<file path="config.mk">
export PLATFORM = sky130hd
export DESIGN_NAME = calc_seq_flat
export DESIGN_NICKNAME = d
export VERILOG_FILES = /design/src/rtl/calc_pkg.sv /design/src/rtl/calc_if.sv /design/src/rtl/calc_div.sv /design/src/rtl/calc_seq.sv /design/src/flat_wrapper.sv
export SDC_FILE = /design/constraint.sdc
export NUM_CORES = 1
export LEC_CHECK = 0
export CORE_MARGIN = 2
export CORE_UTILIZATION = 65
export DETAILED_ROUTE_END_ITERATION = 16
export GPL_TIMING_DRIVEN = 0
export PLACE_DENSITY = 0.84
export SYNTH_ARGS = -nofsm -noshare
export SYNTH_HDL_FRONTEND = slang
export SYNTH_SLANG_ARGS = --single-unit
</file>
<file path="constraint.sdc">
create_clock -name clk -period 10.7 [get_ports clk]
set_clock_uncertainty 0.05 [all_clocks]
set_input_delay 2.14 -clock clk [delete_from_list [all_inputs] [get_ports clk]]
set_output_delay 2.14 -clock clk [all_outputs]
set_load 0.1 [all_outputs]
</file>
<file path="src/rtl/calc_pkg.sv">
// Shared definitions for the serial calculator: opcodes, FSM states,
// and the position of the chain flag inside the opcode word.
package calc_pkg;

  localparam logic [3:0] OP_ADD = 4'd0;
  localparam logic [3:0] OP_SUB = 4'd1;
  localparam logic [3:0] OP_MUL = 4'd2;
  localparam logic [3:0] OP_SQR = 4'd3;
  localparam logic [3:0] OP_DIV = 4'd4;
  localparam logic [3:0] OP_MOD = 4'd5;
  localparam logic [3:0] OP_AND = 4'd6;
  localparam logic [3:0] OP_OR  = 4'd7;
  localparam logic [3:0] OP_XOR = 4'd8;

  localparam int CHAIN_BIT = 4;

  typedef enum logic [2:0] {
    S_A,
    S_OP,
    S_B,
    S_DIV,
    S_RES
  } state_t;

  function automatic logic op_legal(input logic [3:0] op);
    return op <= OP_XOR;
  endfunction

endpackage

</file>
<file path="src/rtl/calc_if.sv">
// Input word stream and result stream of the calculator.
// master = host/sink side, slave = calculator side.
interface calc_if #(
  parameter int WIDTH = 8
);

  logic             in_valid;
  logic             in_ready;
  logic [WIDTH-1:0] dataIn;
  logic             out_valid;
  logic             out_ready;
  logic [WIDTH-1:0] out;
  logic             ovf;
  logic             err;

  modport master (
    output in_valid, dataIn, out_ready,
    input  in_ready, out_valid, out, ovf, err
  );

  modport slave (
    input  in_valid, dataIn, out_ready,
    output in_ready, out_valid, out, ovf, err
  );

endinterface

</file>
<file path="src/rtl/calc_div.sv">
// Restoring divider, one quotient bit per clock; the first bit
// is produced on the start edge so the whole run takes WIDTH edges.
module calc_div #(
  parameter int WIDTH = 8
) (
  input  logic             clk,
  input  logic             rst,
  input  logic             start,
  input  logic [WIDTH-1:0] dividend,
  input  logic [WIDTH-1:0] divisor,
  output logic             busy,
  output logic             done,
  output logic [WIDTH-1:0] quot,
  output logic [WIDTH-1:0] rem
);

  localparam int CW = $clog2(WIDTH);

  logic [WIDTH-1:0] r_r, r_q, r_d;
  logic [CW-1:0]    cnt;
  logic [WIDTH-1:0] src_r, src_q, src_d;
  logic [WIDTH-1:0] nxt_r, nxt_q;
  logic [WIDTH:0]   trial;

  always_comb begin
    src_r = start ? '0 : r_r;
    src_q = start ? dividend : r_q;
    src_d = start ? divisor : r_d;
    trial = {src_r, src_q[WIDTH-1]} - {1'b0, src_d};
    if (!trial[WIDTH]) begin
      nxt_r = trial[WIDTH-1:0];
      nxt_q = {src_q[WIDTH-2:0], 1'b1};
    end else begin
      nxt_r = {src_r[WIDTH-2:0], src_q[WIDTH-1]};
      nxt_q = {src_q[WIDTH-2:0], 1'b0};
    end
  end

  always_ff @(posedge clk) begin
    if (rst) begin
      r_r  <= '0;
      r_q  <= '0;
      r_d  <= '0;
      cnt  <= '0;
      busy <= 1'b0;
      done <= 1'b0;
    end else begin
      done <= 1'b0;
      if (start) begin
        r_r  <= nxt_r;
        r_q  <= nxt_q;
        r_d  <= divisor;
        cnt  <= CW'(WIDTH - 1);
        busy <= 1'b1;
      end else if (busy) begin
        r_r <= nxt_r;
        r_q <= nxt_q;
        cnt <= cnt - 1'b1;
        if (cnt == CW'(1)) begin
          busy <= 1'b0;
          done <= 1'b1;
        end
      end
    end
  end

  assign quot = r_q;
  assign rem  = r_r;

endmodule

</file>
<file path="src/rtl/calc_seq.sv">
// Serial calculator: A, opcode, optional B in; result + ovf/err out.
// Chained ops feed the previous result back in as operand A.
module calc_seq
  import calc_pkg::*;
#(
  parameter int WIDTH = 8
) (
  input logic  clk,
  input logic  rst,
  calc_if.slave bus
);

  state_t state, state_nxt;

  logic [WIDTH-1:0]   num1, num1_nxt;
  logic [WIDTH-1:0]   res, res_nxt;
  logic [3:0]         op, op_nxt;
  logic               chain, chain_nxt;
  logic               ovf_r, ovf_nxt;
  logic               err_r, err_nxt;
  logic               accept;
  logic               div_start;
  logic               div_busy, div_done;
  logic [WIDTH-1:0]   quot, rem;
  logic [WIDTH-1:0]   mul_b;
  logic [WIDTH:0]     sum, dif;
  logic [2*WIDTH-1:0] prod;

  assign bus.in_ready  = (state == S_A) || (state == S_OP) || (state == S_B);
  assign bus.out_valid = (state == S_RES);
  assign bus.out       = res;
  assign bus.ovf       = ovf_r;
  assign bus.err       = err_r;

  assign accept = bus.in_valid && bus.in_ready;

  // SQR reuses the multiplier with A on both inputs
  assign mul_b = (state == S_OP) ? num1 : bus.dataIn;
  assign sum   = {1'b0, num1} + {1'b0, bus.dataIn};
  assign dif   = {1'b0, num1} - {1'b0, bus.dataIn};
  assign prod  = {{WIDTH{1'b0}}, num1} * {{WIDTH{1'b0}}, mul_b};

  calc_div #(.WIDTH(WIDTH)) u_div (
    .clk      (clk),
    .rst      (rst),
    .start    (div_start),
    .dividend (num1),
    .divisor  (bus.dataIn),
    .busy     (div_busy),
    .done     (div_done),
    .quot     (quot),
    .rem      (rem)
  );

  always_ff @(posedge clk) begin
    if (rst) begin
      state <= S_A;
      num1  <= '0;
      res   <= '0;
      op    <= '0;
      chain <= 1'b0;
      ovf_r <= 1'b0;
      err_r <= 1'b0;
    end else begin
      state <= state_nxt;
      num1  <= num1_nxt;
      res   <= res_nxt;
      op    <= op_nxt;
      chain <= chain_nxt;
      ovf_r <= ovf_nxt;
      err_r <= err_nxt;
    end
  end

  always_comb begin
    state_nxt = state;
    num1_nxt  = num1;
    res_nxt   = res;
    op_nxt    = op;
    chain_nxt = chain;
    ovf_nxt   = ovf_r;
    err_nxt   = err_r;
    div_start = 1'b0;
    unique case (state)
      S_A: begin
        if (accept) begin
          num1_nxt  = bus.dataIn;
          state_nxt = S_OP;
        end
      end
      S_OP: begin
        if (accept) begin
          op_nxt    = bus.dataIn[3:0];
          chain_nxt = bus.dataIn[CHAIN_BIT];
          ovf_nxt   = 1'b0;
          err_nxt   = 1'b0;
          unique case (1'b1)
            (bus.dataIn[3:0] == OP_SQR): begin
              res_nxt   = prod[WIDTH-1:0];
              ovf_nxt   = |prod[2*WIDTH-1:WIDTH];
              state_nxt = S_RES;
            end
            (!op_legal(bus.dataIn[3:0])): begin
              res_nxt   = '0;
              err_nxt   = 1'b1;
              state_nxt = S_RES;
            end
            default: state_nxt = S_B;
          endcase
        end
      end
      S_B: begin
        if (accept) begin
          ovf_nxt   = 1'b0;
          err_nxt   = 1'b0;
          state_nxt = S_RES;
          case (op)
            OP_ADD: begin
              res_nxt = sum[WIDTH-1:0];
              ovf_nxt = sum[WIDTH];
            end
            OP_SUB: begin
              res_nxt = dif[WIDTH-1:0];
              ovf_nxt = dif[WIDTH];
            end
            OP_MUL: begin
              res_nxt = prod[WIDTH-1:0];
              ovf_nxt = |prod[2*WIDTH-1:WIDTH];
            end
            OP_AND: res_nxt = num1 & bus.dataIn;
            OP_OR:  res_nxt = num1 | bus.dataIn;
            OP_XOR: res_nxt = num1 ^ bus.dataIn;
            OP_DIV, OP_MOD: begin
              if (bus.dataIn == '0) begin
                res_nxt = '0;
                err_nxt = 1'b1;
              end else begin
                div_start = 1'b1;
                state_nxt = S_DIV;
              end
            end
            default: begin
              res_nxt = '0;
              err_nxt = 1'b1;
            end
          endcase
        end
      end
      S_DIV: begin
        if (div_done && !div_busy) begin
          res_nxt   = (op == OP_MOD) ? rem : quot;
          ovf_nxt   = 1'b0;
          err_nxt   = 1'b0;
          state_nxt = S_RES;
        end
      end
      S_RES: begin
        if (bus.out_ready) begin
          if (chain) begin
            num1_nxt  = res;
            state_nxt = S_OP;
          end else begin
            state_nxt = S_A;
          end
        end
      end
      default: state_nxt = S_A;
    endcase
  end

endmodule
</file>
<file path="src/flat_wrapper.sv">
// flat-port wrapper written by rule: the top's interface ports become plain ports
module calc_seq_flat import calc_pkg::*;
#(
  parameter int WIDTH = 8
)
  (clk, rst, bus_in_valid, bus_dataIn, bus_out_ready, bus_in_ready, bus_out_valid, bus_out, bus_ovf, bus_err);
  calc_if #(.WIDTH(WIDTH)) bus_i ();
  input logic clk;
  input logic rst;
  input wire logic [$bits(bus_i.in_valid)-1:0] bus_in_valid;
  input wire logic [$bits(bus_i.dataIn)-1:0] bus_dataIn;
  input wire logic [$bits(bus_i.out_ready)-1:0] bus_out_ready;
  output wire logic [$bits(bus_i.in_ready)-1:0] bus_in_ready;
  output wire logic [$bits(bus_i.out_valid)-1:0] bus_out_valid;
  output wire logic [$bits(bus_i.out)-1:0] bus_out;
  output wire logic [$bits(bus_i.ovf)-1:0] bus_ovf;
  output wire logic [$bits(bus_i.err)-1:0] bus_err;
  assign bus_i.in_valid = bus_in_valid;
  assign bus_i.dataIn = bus_dataIn;
  assign bus_i.out_ready = bus_out_ready;
  assign bus_in_ready = bus_i.in_ready;
  assign bus_out_valid = bus_i.out_valid;
  assign bus_out = bus_i.out;
  assign bus_ovf = bus_i.ovf;
  assign bus_err = bus_i.err;
  calc_seq #(.WIDTH(WIDTH)) u_core (.clk(clk), .rst(rst), .bus(bus_i));
endmodule
</file>
==> impl_metrics.prom, run 1 <==
# TYPE chip_impl_metric gauge
chip_impl_metric{name="hold_violations",unit=""} 0
chip_impl_info{name="run_status",value="finished, final reports clean"} 1
chip_impl_metric{name="drv_slew",unit=""} 0
chip_impl_metric{name="timing.hold.worst_path_depth",unit=""} 2
chip_impl_info{name="min_to",value="u_core.u_div.r_d[3]"} 1
chip_impl_info{name="cp-start-kind",value="input pin"} 1
chip_impl_metric{name="seq_total_area_yosys",unit="%"} 17.2
chip_impl_metric{name="die_x",unit="µm"} 103
chip_impl_metric{name="timing.slew.headroom",unit="%"} 11.1
chip_impl_metric{name="maxcap_viol_count",unit=""} 0
chip_impl_info{name="min-delay-path-class",value="flip-flop to flip-flop"} 1
chip_impl_metric{name="netSwitchingPower",unit="mW"} 0.340
chip_impl_info{name="critPathCaptureType",value="flip-flop"} 1
chip_impl_metric{name="r2r_slack",unit="ps"} 3430
chip_impl_metric{name="synth_edf_count",unit=""} 0
chip_impl_metric{name="drt.antenna.violating_nets",unit=""} 0
chip_impl_metric{name="clk-insertion-delay-late",unit="ps"} 340
chip_impl_metric{name="power.share.clock",unit="%"} 17.8
chip_impl_metric{name="grt_pass1_wl",unit="µm"} 29700
chip_impl_metric{name="ys_warn_count",unit=""} 0
chip_impl_metric{name="routedWlPerCell",unit="µm"} 19.1
chip_impl_metric{name="final.min_clock_period",unit="ps"} 8400
chip_impl_metric{name="power_leakage",unit="nW"} 2.94
chip_impl_metric{name="pin_count_of_the_biggest_net_entering_global_routing",unit=""} 21
chip_impl_metric{name="cts_resized",unit=""} 0
chip_impl_info{name="clockRootBuffer",value="clkbuf_8"} 1
chip_impl_metric{name="final_critical_path_setup_slack",unit="ps"} 2300
chip_impl_metric{name="portBuffers",unit=""} 22
chip_impl_metric{name="cts_htree_levels",unit=""} 2
chip_impl_metric{name="finish.net_count",unit=""} 972
chip_impl_metric{name="post-cts-setup-buffers",unit=""} 0
chip_impl_metric{name="netlist_area",unit="µm²"} 6400
chip_impl_metric{name="drc_errors",unit=""} 0
chip_impl_metric{name="power.share.switching",unit="%"} 46.4
chip_impl_metric{name="grt_antenna_before_repair",unit=""} 0
chip_impl_metric{name="worstPathRequired",unit="ps"} 10890
chip_impl_metric{name="endpoint_arrival_time_on_the_critical_path",unit="ps"} 8590
chip_impl_info{name="dominantRegCellSynth",value="dfxtp_1"} 1
chip_impl_metric{name="worst_path_largest_cell_delay",unit="ps"} 670
chip_impl_metric{name="place_hpwl",unit="µm"} 15100
chip_impl_info{name="critical_path.most_common_cell",value="inv_1"} 1
chip_impl_metric{name="async_reset_ff_share",unit="%"} 0
chip_impl_info{name="hold_start",value="u_core.u_div.r_d[3]"} 1
chip_impl_metric{name="die-height",unit="µm"} 103
chip_impl_metric{name="path_clk_slew",unit="ps"} 130
chip_impl_metric{name="final.setup.tns",unit="ps"} 0
chip_impl_info{name="cp_top_family",value="adder cells"} 1
chip_impl_metric{name="combPwrFrac",unit="%"} 52.2
chip_impl_metric{name="synth_area_per_cell",unit="µm²"} 7.78
chip_impl_metric{name="grt_overflow_total",unit=""} 0
chip_impl_metric{name="peakVddDrop",unit="mV"} 0.0529
chip_impl_metric{name="postSynthNetCount",unit=""} 943
chip_impl_metric{name="final-setup-viol-count",unit=""} 0
chip_impl_metric{name="syn_to_final_growth",unit="%"} 7.65
chip_impl_metric{name="dp_slack",unit="ps"} 2140
chip_impl_metric{name="timing.reg2reg.worst_path_depth",unit=""} 23
chip_impl_info{name="reg2reg_from",value="u_core.state[0]"} 1
chip_impl_metric{name="cell_internal_pwr",unit="mW"} 0.392
chip_impl_metric{name="crit_path_max_fanout",unit=""} 9
chip_impl_metric{name="yosysUniqueCellTypes",unit=""} 72
chip_impl_metric{name="synth_cells",unit=""} 822
chip_impl_metric{name="via_count",unit=""} 6177
chip_impl_metric{name="global_route.usage.total",unit="%"} 36.4
chip_impl_metric{name="cts-buffers-inserted",unit=""} 5
chip_impl_info{name="rsz0062_at_grt",value="no"} 1
chip_impl_metric{name="seqPwrFrac",unit="%"} 30.0
chip_impl_metric{name="finalWeightedCongestion",unit=""} 1.02
chip_impl_metric{name="layout-drive-gt1-share",unit="%"} 4.34
chip_impl_metric{name="num_rows",unit=""} 36
chip_impl_metric{name="routed_wirelength",unit="µm"} 18800
chip_impl_metric{name="crit_cells",unit=""} 22
chip_impl_info{name="regToRegEndpoint",value="u_core.bus.ovf"} 1
chip_impl_info{name="critPathSlowestCell",value="clkdlybuf4s50_1"} 1
chip_impl_metric{name="worst_hold_slack",unit="ps"} 453
chip_impl_metric{name="clock_path_buffers",unit=""} 2
chip_impl_info{name="worst-setup-path-type",value="input pin to flip-flop"} 1
chip_impl_metric{name="critical_path_buf_inv_count",unit=""} 7
chip_impl_info{name="timing.critical_path.cells",value="clkdlybuf4s50_1, inv_1, nor2_1, a21oi_1, nor2_1, fa_1, inv_1, fa_1, inv_1, fa_1, inv_1, fa_1, inv_1, ha_1, clkbuf_1, o21ai_0, nor2_1, o221ai_1, or3b_2, mux2i_1, o211ai_1, o31a_1"} 1
chip_impl_metric{name="first_global_vias",unit=""} 5804
chip_impl_metric{name="fp.dieArea",unit="µm²"} 10600
chip_impl_metric{name="detail_route.iter0.violations",unit=""} 652
chip_impl_metric{name="antenna_diode_count",unit=""} 0
chip_impl_metric{name="powerDensity",unit="nW/µm²"} 106
chip_impl_info{name="tritoncts",value="built"} 1
chip_impl_metric{name="synth_seq_cells",unit=""} 55
chip_impl_metric{name="avgViaCountPerCell",unit=""} 6.27
chip_impl_metric{name="cts.hold.buffers_added",unit=""} 0
chip_impl_metric{name="num_io_pins",unit=""} 24
chip_impl_metric{name="initial_core_util",unit="%"} 66.4
chip_impl_metric{name="maxClockFrequency",unit="MHz"} 119
chip_impl_metric{name="clock_sinks",unit=""} 55
chip_impl_metric{name="min_period_over_period",unit="%"} 78.5
chip_impl_metric{name="fp.coreArea",unit="µm²"} 9640
chip_impl_metric{name="measured_slew_at_the_worst_slew_check_pin",unit="ps"} 1320
chip_impl_metric{name="first_pass_iters",unit=""} 6
## sequential cells by signal, summed over array words and instances (netlist names), 3 cells and up
name	flops
u_core.bus.out	8
u_core.num1	8
u_core.u_div.quot	8
u_core.u_div.r_d	8
u_core.u_div.rem	8
u_core.op	4
u_core.state	3
u_core.u_div.cnt	3
## tightest hold or removal path, stage by stage, from the launching register on
cell and delay [ps]:
dfxtp_1 320, a21oi_1 80, nor2_1 80
## layer usage
metal / share of wire (%) / track usage (%) / vias up
li1: - / - / 2879
met1: 42 / 51.2 / 2950
met2: 46 / 58.1 / 303
met3: 9.0 / 5.17 / 45
met4: 3.1 / 11.7 / 0
met5: 0 / 0 / -
## placed cells by master, fill, tap and decap left out, types with 4 or more instances in the layout
cell type	synthesis	layout
nor2_1	127	127
inv_1	87	87
ha_1	70	70
a21oi_1	66	66
nand2_1	59	59
dfxtp_1	55	55
fa_1	39	39
clkbuf_1	33	33
o21ai_0	31	31
a211oi_1	30	30
mux2i_1	26	26
clkdlybuf4s50_1	0	22
and2_1	17	17
nand3_1	13	13
xnor2_1	12	12
nand2b_1	10	10
nor2b_1	10	10
a21o_1	9	9
o211ai_1	9	9
nor3_1	7	7
xor2_1	7	7
nor3b_1	5	5
nand3b_1	5	5
o21bai_1	5	5
clkbuf_8	0	5
buf_2	4	4
buf_4	4	4
o2111ai_1	4	4
a22oi_1	4	4
a221oi_1	4	4
## synth_stat cells, types with 3 or more instances
cell type    n  area [µm²]
buf_1        3        11.3
buf_4        4        30.0
nand3b_1     5        37.5
nand2_1     59         221
o211ai_1     9        67.6
nor3_1       7        35.0
nand3_1     13        65.1
xnor2_1     12         105
nor2b_1     10        62.6
o2111ai_1    4        35.0
dfxtp_1     55        1100
inv_1       87         327
ha_1        70         876
clkbuf_1    33         124
xor2_1       7        61.3
a21o_1       9        67.6
nand2b_1    10        62.6
nand4_1      3        18.8
nor4b_1      3        26.3
fa_1        39         781
a311oi_1     3        26.3
a221oi_1     4        35.0
and2_1      17         106
nor3b_1      5        37.5
a22oi_1      4        30.0
o21bai_1     5        37.5
buf_2        4        20.0
a211oi_1    30         225
a21oi_1     66         330
mux2i_1     26         260
o21ai_0     31         155
nor2_1     127         477
o22ai_1      3        18.8
nor3b_2      3        37.5
## worst max path at each step
stage                  start        endpoint  slack, ps
4_1_cts        bus_dataIn[3]  u_core.bus.ovf       2460
3_5_place_dp   bus_dataIn[3]  u_core.bus.ovf       2140
2_1_floorplan  bus_dataIn[5]  u_core.bus.ovf       3780
3_3_place_gp   bus_dataIn[3]  u_core.bus.ovf       2290
5_1_grt        bus_dataIn[5]  u_core.bus.ovf       2020
6_report       bus_dataIn[3]  u_core.bus.ovf       2300
## area by class of cell
class / instances / area (µm²)
multi-input cells: 634 / 4760
well taps: 133 / 166
flip-flops and latches: 55 / 1100
fillers: 813 / 2750
inverters: 88 / 330
repair buffers: 22 / 220
clock inverters: 3 / 33.8
plain buffers: 45 / 200
clock buffers: 5 / 68.8
## per-stage QoR
stage / instances / power (mW) / utilization [%] / cell area [µm²]
4_1_cts: 985 / 0.720 / 71.4 / 6890
3_5_place_dp: 977 / 0.595 / 70.4 / 6780
3_3_place_gp: 977 / 0.579 / 70.4 / 6780
2_1_floorplan: 822 / 0.494 / - / 6400
5_1_grt: 985 / 0.776 / 71.4 / 6890
6_report: 985 / 0.732 / 71.4 / 6890
## cell families (layout without fill, tap and decap cells)
family,Yosys count,after routing,share of synthesized area (%)
and+or+nand+nor,278,278,20.6
buffers and inverters,133,163,8.29
adders and majority gates,109,109,25.9
DFF,55,55,17.2
xor gates and xnor gates,19,19,2.60
muxes,28,28,4.42
AOI/OAI and AO/OA,200,200,21.0
## power groups by stage
| stage | Clock, mW | Sequential (mW) | Combinational, mW |
|---|---|---|---|
| after floorplan | 0 | 0.239 | 0.255 |
| after global placement | 0 | 0.223 | 0.356 |
| after detailed placement | 0 | 0.224 | 0.372 |
| after CTS | 0.127 | 0.219 | 0.374 |
| after global routing | 0.136 | 0.220 | 0.420 |
| final | 0.130 | 0.220 | 0.382 |
Power figures use the tool's default switching activity.
==> run 2: changes to the inputs <==
--- a/config.mk
+++ b/config.mk
@@ -6,10 +6,10 @@
 export NUM_CORES = 1
 export LEC_CHECK = 0
 export CORE_MARGIN = 2
-export CORE_UTILIZATION = 65
+export CORE_UTILIZATION = 57
 export DETAILED_ROUTE_END_ITERATION = 16
 export GPL_TIMING_DRIVEN = 0
-export PLACE_DENSITY = 0.84
+export PLACE_DENSITY = 0.78
 export SYNTH_ARGS = -nofsm -noshare
 export SYNTH_HDL_FRONTEND = slang
 export SYNTH_SLANG_ARGS = --single-unit
==> constraint.sdc (replaced) <==
create_clock -name clk -period 6.8 [get_ports clk]
set_clock_uncertainty 0.05 [all_clocks]
set_input_delay 1.36 -clock clk [delete_from_list [all_inputs] [get_ports clk]]
set_output_delay 1.36 -clock clk [all_outputs]
set_load 0.1 [all_outputs]
==> run 2 against run 1 <==
  * Count of clock-buffer cells in the layout unchanged
  * Critical endpoint unchanged
  * Largest cell class unchanged
  * Register-to-register slack got worse by 3000 ps
  * Combinational power rose by 64%
  * Routed wire length increased by 6.0%
  * Largest power group unchanged
  * Non-clock buffer count increased by 10
  * Critical path depth shrank 3
==> impl_metrics.prom, run 2 (synthesis results as in run 1) <==
# TYPE chip_impl_metric gauge
chip_impl_info{name="run_status",value="finished, final reports clean"} 1
chip_impl_metric{name="clk-insertion-delay-late",unit="ps"} 330
chip_impl_metric{name="peakVddDrop",unit="mV"} 0.130
chip_impl_metric{name="drv_slew",unit=""} 0
chip_impl_metric{name="grt_overflow_total",unit=""} 0
chip_impl_metric{name="die_x",unit="µm"} 110
chip_impl_metric{name="num_io_pins",unit=""} 24
chip_impl_metric{name="fp.coreArea",unit="µm²"} 10900
chip_impl_metric{name="first_global_vias",unit=""} 5691
chip_impl_metric{name="routed_wirelength",unit="µm"} 19900
chip_impl_metric{name="power_leakage",unit="nW"} 3.01
chip_impl_metric{name="place_hpwl",unit="µm"} 15800
chip_impl_metric{name="worstPathRequired",unit="ps"} 6990
chip_impl_metric{name="cts_htree_levels",unit=""} 2
chip_impl_metric{name="final.min_clock_period",unit="ps"} 6580
chip_impl_metric{name="crit_path_max_fanout",unit=""} 9
chip_impl_metric{name="clock_sinks",unit=""} 55
chip_impl_info{name="layout_commonest_cell",value="nor2_1"} 1
chip_impl_metric{name="r2r_slack",unit="ps"} 430
chip_impl_metric{name="first_pass_iters",unit=""} 5
chip_impl_metric{name="final_critical_path_setup_slack",unit="ps"} 221
chip_impl_metric{name="stdcell_count",unit=""} 1002
chip_impl_metric{name="detail_route.iter0.violations",unit=""} 637
chip_impl_info{name="worst-setup-path-type",value="input pin to flip-flop"} 1
chip_impl_metric{name="timing.slew.headroom",unit="%"} 21.0
chip_impl_metric{name="routedWlPerCell",unit="µm"} 19.9
chip_impl_metric{name="global_route.usage.total",unit="%"} 34.5
chip_impl_metric{name="fp.dieArea",unit="µm²"} 12100
chip_impl_metric{name="finish.net_count",unit=""} 982
chip_impl_info{name="min-delay-path-class",value="flip-flop to flip-flop"} 1
chip_impl_metric{name="drc_errors",unit=""} 0
chip_impl_metric{name="path_clk_slew",unit="ps"} 120
chip_impl_metric{name="grtUsageMet3",unit="%"} 5.04
chip_impl_metric{name="dp_slack",unit="ps"} -1190
chip_impl_metric{name="maxClockFrequency",unit="MHz"} 152
chip_impl_info{name="final_cell_mix",value="nor2_1 (126), inv_1 (82), ha_1 (69)"} 1
chip_impl_metric{name="drt.antenna.violating_nets",unit=""} 0
chip_impl_metric{name="pin_count_of_the_biggest_net_entering_global_routing",unit=""} 21
chip_impl_metric{name="hold_violations",unit=""} 0
chip_impl_metric{name="portBuffers",unit=""} 22
chip_impl_metric{name="measured_slew_at_the_worst_slew_check_pin",unit="ps"} 1170
chip_impl_metric{name="met1_usage",unit="%"} 49.3
chip_impl_metric{name="layout-drive-gt1-share",unit="%"} 7.77
chip_impl_metric{name="grt_antenna_before_repair",unit=""} 0
chip_impl_metric{name="initial_core_util",unit="%"} 58.7
chip_impl_metric{name="cts-buffers-inserted",unit=""} 5
chip_impl_info{name="cp-start-kind",value="input pin"} 1
chip_impl_metric{name="syn_to_final_growth",unit="%"} 10.4
chip_impl_metric{name="clock_path_buffers",unit=""} 2
chip_impl_info{name="clockRootBuffer",value="clkbuf_8"} 1
chip_impl_metric{name="avgViaCountPerCell",unit=""} 6.13
chip_impl_metric{name="num_rows",unit=""} 38
chip_impl_metric{name="endpoint_arrival_time_on_the_critical_path",unit="ps"} 6770
chip_impl_metric{name="min_period_over_period",unit="%"} 96.8
chip_impl_metric{name="via_count",unit=""} 6142
chip_impl_metric{name="powerDensity",unit="nW/µm²"} 167
chip_impl_metric{name="numPlacedInstances",unit=""} 984
chip_impl_info{name="rsz0062_at_grt",value="no"} 1
chip_impl_metric{name="final-setup-viol-count",unit=""} 0
chip_impl_metric{name="finalWeightedCongestion",unit=""} 1.02
chip_impl_metric{name="maxcap_viol_count",unit=""} 0
chip_impl_info{name="grt.busiest_layer",value="met2"} 1
chip_impl_info{name="tritoncts",value="built"} 1
chip_impl_metric{name="grt_util_met2",unit="%"} 52.2
chip_impl_metric{name="antenna_diode_count",unit=""} 0
chip_impl_info{name="critPathCaptureType",value="flip-flop"} 1
chip_impl_metric{name="die-height",unit="µm"} 110
chip_impl_metric{name="grt_pass1_wl",unit="µm"} 31500
chip_impl_metric{name="nFillCells",unit=""} 921
-- run 2: changes by cell type in the layout (fill, tap and decap cells not counted), moves of 3 or more --
cell / delta
buf_4: +11
a21oi_1: -5
a21oi_2: +5
inv_1: -5
clkdlybuf4s50_1: -3
o21ai_4: +3
-- run 2: cell type report --
cell class              instances  area (µm²)  share of cell area, %
flip-flops and latches         55        1100                   15.6
repair buffers                 33         303                   4.29
multi-input cells             634        4840                   68.6
inverters                      88         340                   4.82
well taps                     140         175                   2.48
clock inverters                 3        33.8                  0.479
clock buffers                   5        68.8                  0.975
plain buffers                  44         198                   2.80
-- run 2: timing repair --
item                       CTS  global route
resized for setup           16            14
hold endpoints to repair     0             0
hold buffers                 0             0
pin swaps                    1             2
setup endpoints to repair    2             1
buffers inserted             2             9
-- run 2: critical path, cell delays in order --
cell             delay (ps)
clkdlybuf4s50_1         570
inv_1                   200
o21ai_4                 290
nand2_1                 110
fa_1                    510
fa_1                    540
inv_1                    50
fa_1                    520
inv_1                    60
fa_1                    520
inv_1                    40
ha_2                    420
o21ai_1                 180
nor2_2                  230
o221ai_1                200
or3b_2                  460
mux2i_1                 140
o211ai_1                100
o31a_1                  240
-- run 2: metrics by stage --
| step | area, µm² | hold WS (ps) | TNS (ps) | util (%) | total power, mW |
|---|---|---|---|---|---|
| global route | 7060 | 477 | 0 | 64.8 | 1.26 |
| floorplan | 6400 | 401 | 0 | - | 0.778 |
| detailed placement | 6790 | 431 | -1950 | 62.4 | 0.942 |
| finish | 7060 | 449 | 0 | 64.8 | 1.18 |
| CTS | 6940 | 456 | 0 | 63.8 | 1.15 |
| global placement | 6790 | 417 | -1760 | 62.4 | 0.924 |
-- run 2: routing by layer --
metal / part of all wire [%] / vias to the layer above
met4: 4.1 / 0
met3: 7.7 / 47
met2: 44 / 262
li1: - / 2895
met5: 0 / -
met1: 44 / 2938
-- run 2: final timing paths --
kind	cells past startpoint	endpoint	start
worst max-delay path	19	u_core.bus.ovf	bus_dataIn[5]
worst min-delay path	2	u_core.u_div.r_d[6]	u_core.u_div.r_d[6]
worst max register to register	23	u_core.bus.ovf	u_core.state[0]
worst min register to register	2	u_core.u_div.r_d[6]	u_core.u_div.r_d[6]
-- run 2: power by group --
part | switching [mW] | internal (mW)
registers | 0.0114 | 0.334
clock network | 0.130 | 0.0780
logic | 0.406 | 0.219
==> run 3: changes to the inputs <==
--- a/config.mk
+++ b/config.mk
@@ -10,6 +10,7 @@
 export DETAILED_ROUTE_END_ITERATION = 16
 export GPL_TIMING_DRIVEN = 0
 export PLACE_DENSITY = 0.78
+export SETUP_SLACK_MARGIN = 0.15
 export SYNTH_ARGS = -nofsm -noshare
 export SYNTH_HDL_FRONTEND = slang
 export SYNTH_SLANG_ARGS = --single-unit
==> run 3 against run 2 <==
  * Final area about the same
  * Routed wire length up 0.94%
  * Global-route usage up 0.14 points
  * Largest cell class unchanged
  * Hold slack about the same
  * Combinational power up 1%
  * Worst setup slack better by 130 ps
  * Core utilization about the same
  * Clock power about the same
  * Final cell count about the same
==> impl_metrics.prom, run 3 (synthesis results as in run 1) <==
# TYPE chip_impl_metric gauge
chip_impl_info{name="run_status",value="finished, final reports clean"} 1
chip_impl_info{name="worst-setup-path-type",value="input pin to flip-flop"} 1
chip_impl_info{name="layout_commonest_cell",value="nor2_1"} 1
chip_impl_info{name="min-delay-path-class",value="flip-flop to flip-flop"} 1
chip_impl_metric{name="finalWeightedCongestion",unit=""} 1.02
chip_impl_metric{name="grt_antenna_before_repair",unit=""} 0
chip_impl_metric{name="powerDensity",unit="nW/µm²"} 168
chip_impl_metric{name="die-height",unit="µm"} 110
chip_impl_metric{name="num_io_pins",unit=""} 24
chip_impl_metric{name="hold_violations",unit=""} 0
chip_impl_metric{name="nFillCells",unit=""} 923
chip_impl_metric{name="final_critical_path_setup_slack",unit="ps"} 350
chip_impl_metric{name="first_global_vias",unit=""} 5753
chip_impl_metric{name="r2r_slack",unit="ps"} 590
chip_impl_metric{name="crit_path_max_fanout",unit=""} 8
chip_impl_metric{name="final.min_clock_period",unit="ps"} 6450
chip_impl_metric{name="routed_wirelength",unit="µm"} 20100
chip_impl_info{name="final_cell_mix",value="nor2_1 (126), inv_1 (80), ha_1 (70)"} 1
chip_impl_metric{name="combPwrFrac",unit="%"} 53.3
chip_impl_metric{name="num_rows",unit=""} 38
chip_impl_metric{name="syn_to_final_growth",unit="%"} 10.4
chip_impl_metric{name="endpoint_arrival_time_on_the_critical_path",unit="ps"} 6640
chip_impl_metric{name="measured_slew_at_the_worst_slew_check_pin",unit="ps"} 1170
chip_impl_metric{name="clk-insertion-delay-late",unit="ps"} 330
chip_impl_metric{name="portBuffers",unit=""} 22
chip_impl_metric{name="cts-buffers-inserted",unit=""} 5
chip_impl_metric{name="clock_sinks",unit=""} 55
chip_impl_metric{name="grt_overflow_total",unit=""} 0
chip_impl_metric{name="drc_errors",unit=""} 0
chip_impl_metric{name="min_period_over_period",unit="%"} 94.8
chip_impl_metric{name="drt.antenna.violating_nets",unit=""} 0
chip_impl_metric{name="dp_slack",unit="ps"} -1190
chip_impl_metric{name="power_leakage",unit="nW"} 3.03
chip_impl_metric{name="maxcap_viol_count",unit=""} 0
chip_impl_metric{name="grt_pass1_wl",unit="µm"} 31600
chip_impl_metric{name="cts.hold.buffers_added",unit=""} 0
chip_impl_metric{name="avgViaCountPerCell",unit=""} 6.16
chip_impl_metric{name="power.share.clock",unit="%"} 17.6
chip_impl_metric{name="numPlacedInstances",unit=""} 984
chip_impl_metric{name="path_clk_slew",unit="ps"} 120
chip_impl_metric{name="clock_path_buffers",unit=""} 2
chip_impl_metric{name="global_route.usage.total",unit="%"} 34.7
chip_impl_metric{name="finish.net_count",unit=""} 983
chip_impl_metric{name="initial_core_util",unit="%"} 58.7
chip_impl_metric{name="fp.coreArea",unit="µm²"} 10900
chip_impl_metric{name="routedWlPerCell",unit="µm"} 20.0
chip_impl_metric{name="netSwitchingPower",unit="mW"} 0.556
chip_impl_info{name="cp-start-kind",value="input pin"} 1
chip_impl_info{name="critPathCaptureType",value="flip-flop"} 1
chip_impl_metric{name="antenna_diode_count",unit=""} 0
chip_impl_metric{name="first_pass_iters",unit=""} 7
chip_impl_metric{name="final-setup-viol-count",unit=""} 0
chip_impl_metric{name="maxClockFrequency",unit="MHz"} 155
chip_impl_metric{name="die_x",unit="µm"} 110
chip_impl_metric{name="peakVddDrop",unit="mV"} 0.132
chip_impl_metric{name="stdcell_count",unit=""} 1003
chip_impl_metric{name="seqPwrFrac",unit="%"} 29.1
chip_impl_metric{name="power.share.switching",unit="%"} 46.9
chip_impl_metric{name="place_hpwl",unit="µm"} 15800
chip_impl_metric{name="pin_count_of_the_biggest_net_entering_global_routing",unit=""} 21
chip_impl_metric{name="worstPathRequired",unit="ps"} 6990
chip_impl_metric{name="cell_internal_pwr",unit="mW"} 0.631
chip_impl_info{name="clockRootBuffer",value="clkbuf_8"} 1
chip_impl_metric{name="timing.slew.headroom",unit="%"} 21.0
chip_impl_metric{name="via_count",unit=""} 6182
chip_impl_metric{name="drv_slew",unit=""} 0
chip_impl_metric{name="detail_route.iter0.violations",unit=""} 649
chip_impl_info{name="tritoncts",value="built"} 1
chip_impl_info{name="rsz0062_at_grt",value="no"} 1
chip_impl_metric{name="cts_htree_levels",unit=""} 2
chip_impl_metric{name="layout-drive-gt1-share",unit="%"} 8.34
chip_impl_metric{name="fp.dieArea",unit="µm²"} 12100
[run 3: cell type report]
class | instances | area [µm²] | share of cell area, %
timing repair buffer | 33 | 299 | 4.23
inverter | 88 | 340 | 4.82
sequential | 55 | 1100 | 15.6
clock buffer | 5 | 68.8 | 0.974
buffer | 45 | 204 | 2.89
tap | 140 | 175 | 2.48
clock inverter | 3 | 33.8 | 0.478
multi-input combinational | 634 | 4840 | 68.5
[run 3: timing repair]
item	CTS	global route
buffers inserted	3	8
pin swaps	1	2
setup endpoints to repair	2	2
resized for setup	25	14
[run 3: power groups by stage]
stage | Clock [mW] | Sequential, mW | Combinational [mW]
after floorplan | 0 | 0.376 | 0.402
after global placement | 0 | 0.352 | 0.572
after detailed placement | 0 | 0.352 | 0.591
after CTS | 0.206 | 0.345 | 0.605
after global routing | 0.221 | 0.346 | 0.695
final | 0.209 | 0.345 | 0.633
[run 3: worst max-delay path, stage by stage]
cell,delay [ps]
dlygate4sd2_1,520
inv_4,160
nor2_1,240
a21o_1,180
nand2_1,80
fa_1,500
inv_1,40
ha_1,270
inv_1,60
fa_1,500
fa_1,560
inv_1,40
ha_1,360
o21ai_0,180
o21bai_1,560
nand4b_1,170
a221o_1,390
o21ai_0,90
o211ai_1,130
o31a_1,240
[run 3: per-layer routing]
metal	share of wire [%]	GRT usage [%]	wire length (µm)
met1	43	48.8	8630
met2	45	52.8	8970
met3	8.1	5.45	1630
met4	4.4	14.0	875
met5	0	0	0
[run 3: final timing paths]
path | startpoint | endpoint | cells past startpoint
worst max-delay path | bus_dataIn[2] | u_core.bus.ovf | 20
worst min-delay path | u_core.u_div.r_d[6] | u_core.u_div.r_d[6] | 2
worst max register to register | u_core.state[0] | u_core.bus.ovf | 24
worst min register to register | u_core.u_div.r_d[6] | u_core.u_div.r_d[6] | 2
[run 3: through the flow]
step	hold WS, ps	area, µm²	setup TNS (ps)	utilization (%)	total power [mW]
global route	477	7060	0	64.9	1.26
global placement	417	6790	-1760	62.4	0.924
floorplan	401	6400	0	-	0.778
finish	449	7060	0	64.9	1.19
CTS	456	6980	0	64.1	1.16
detailed placement	431	6790	-1950	62.4	0.942
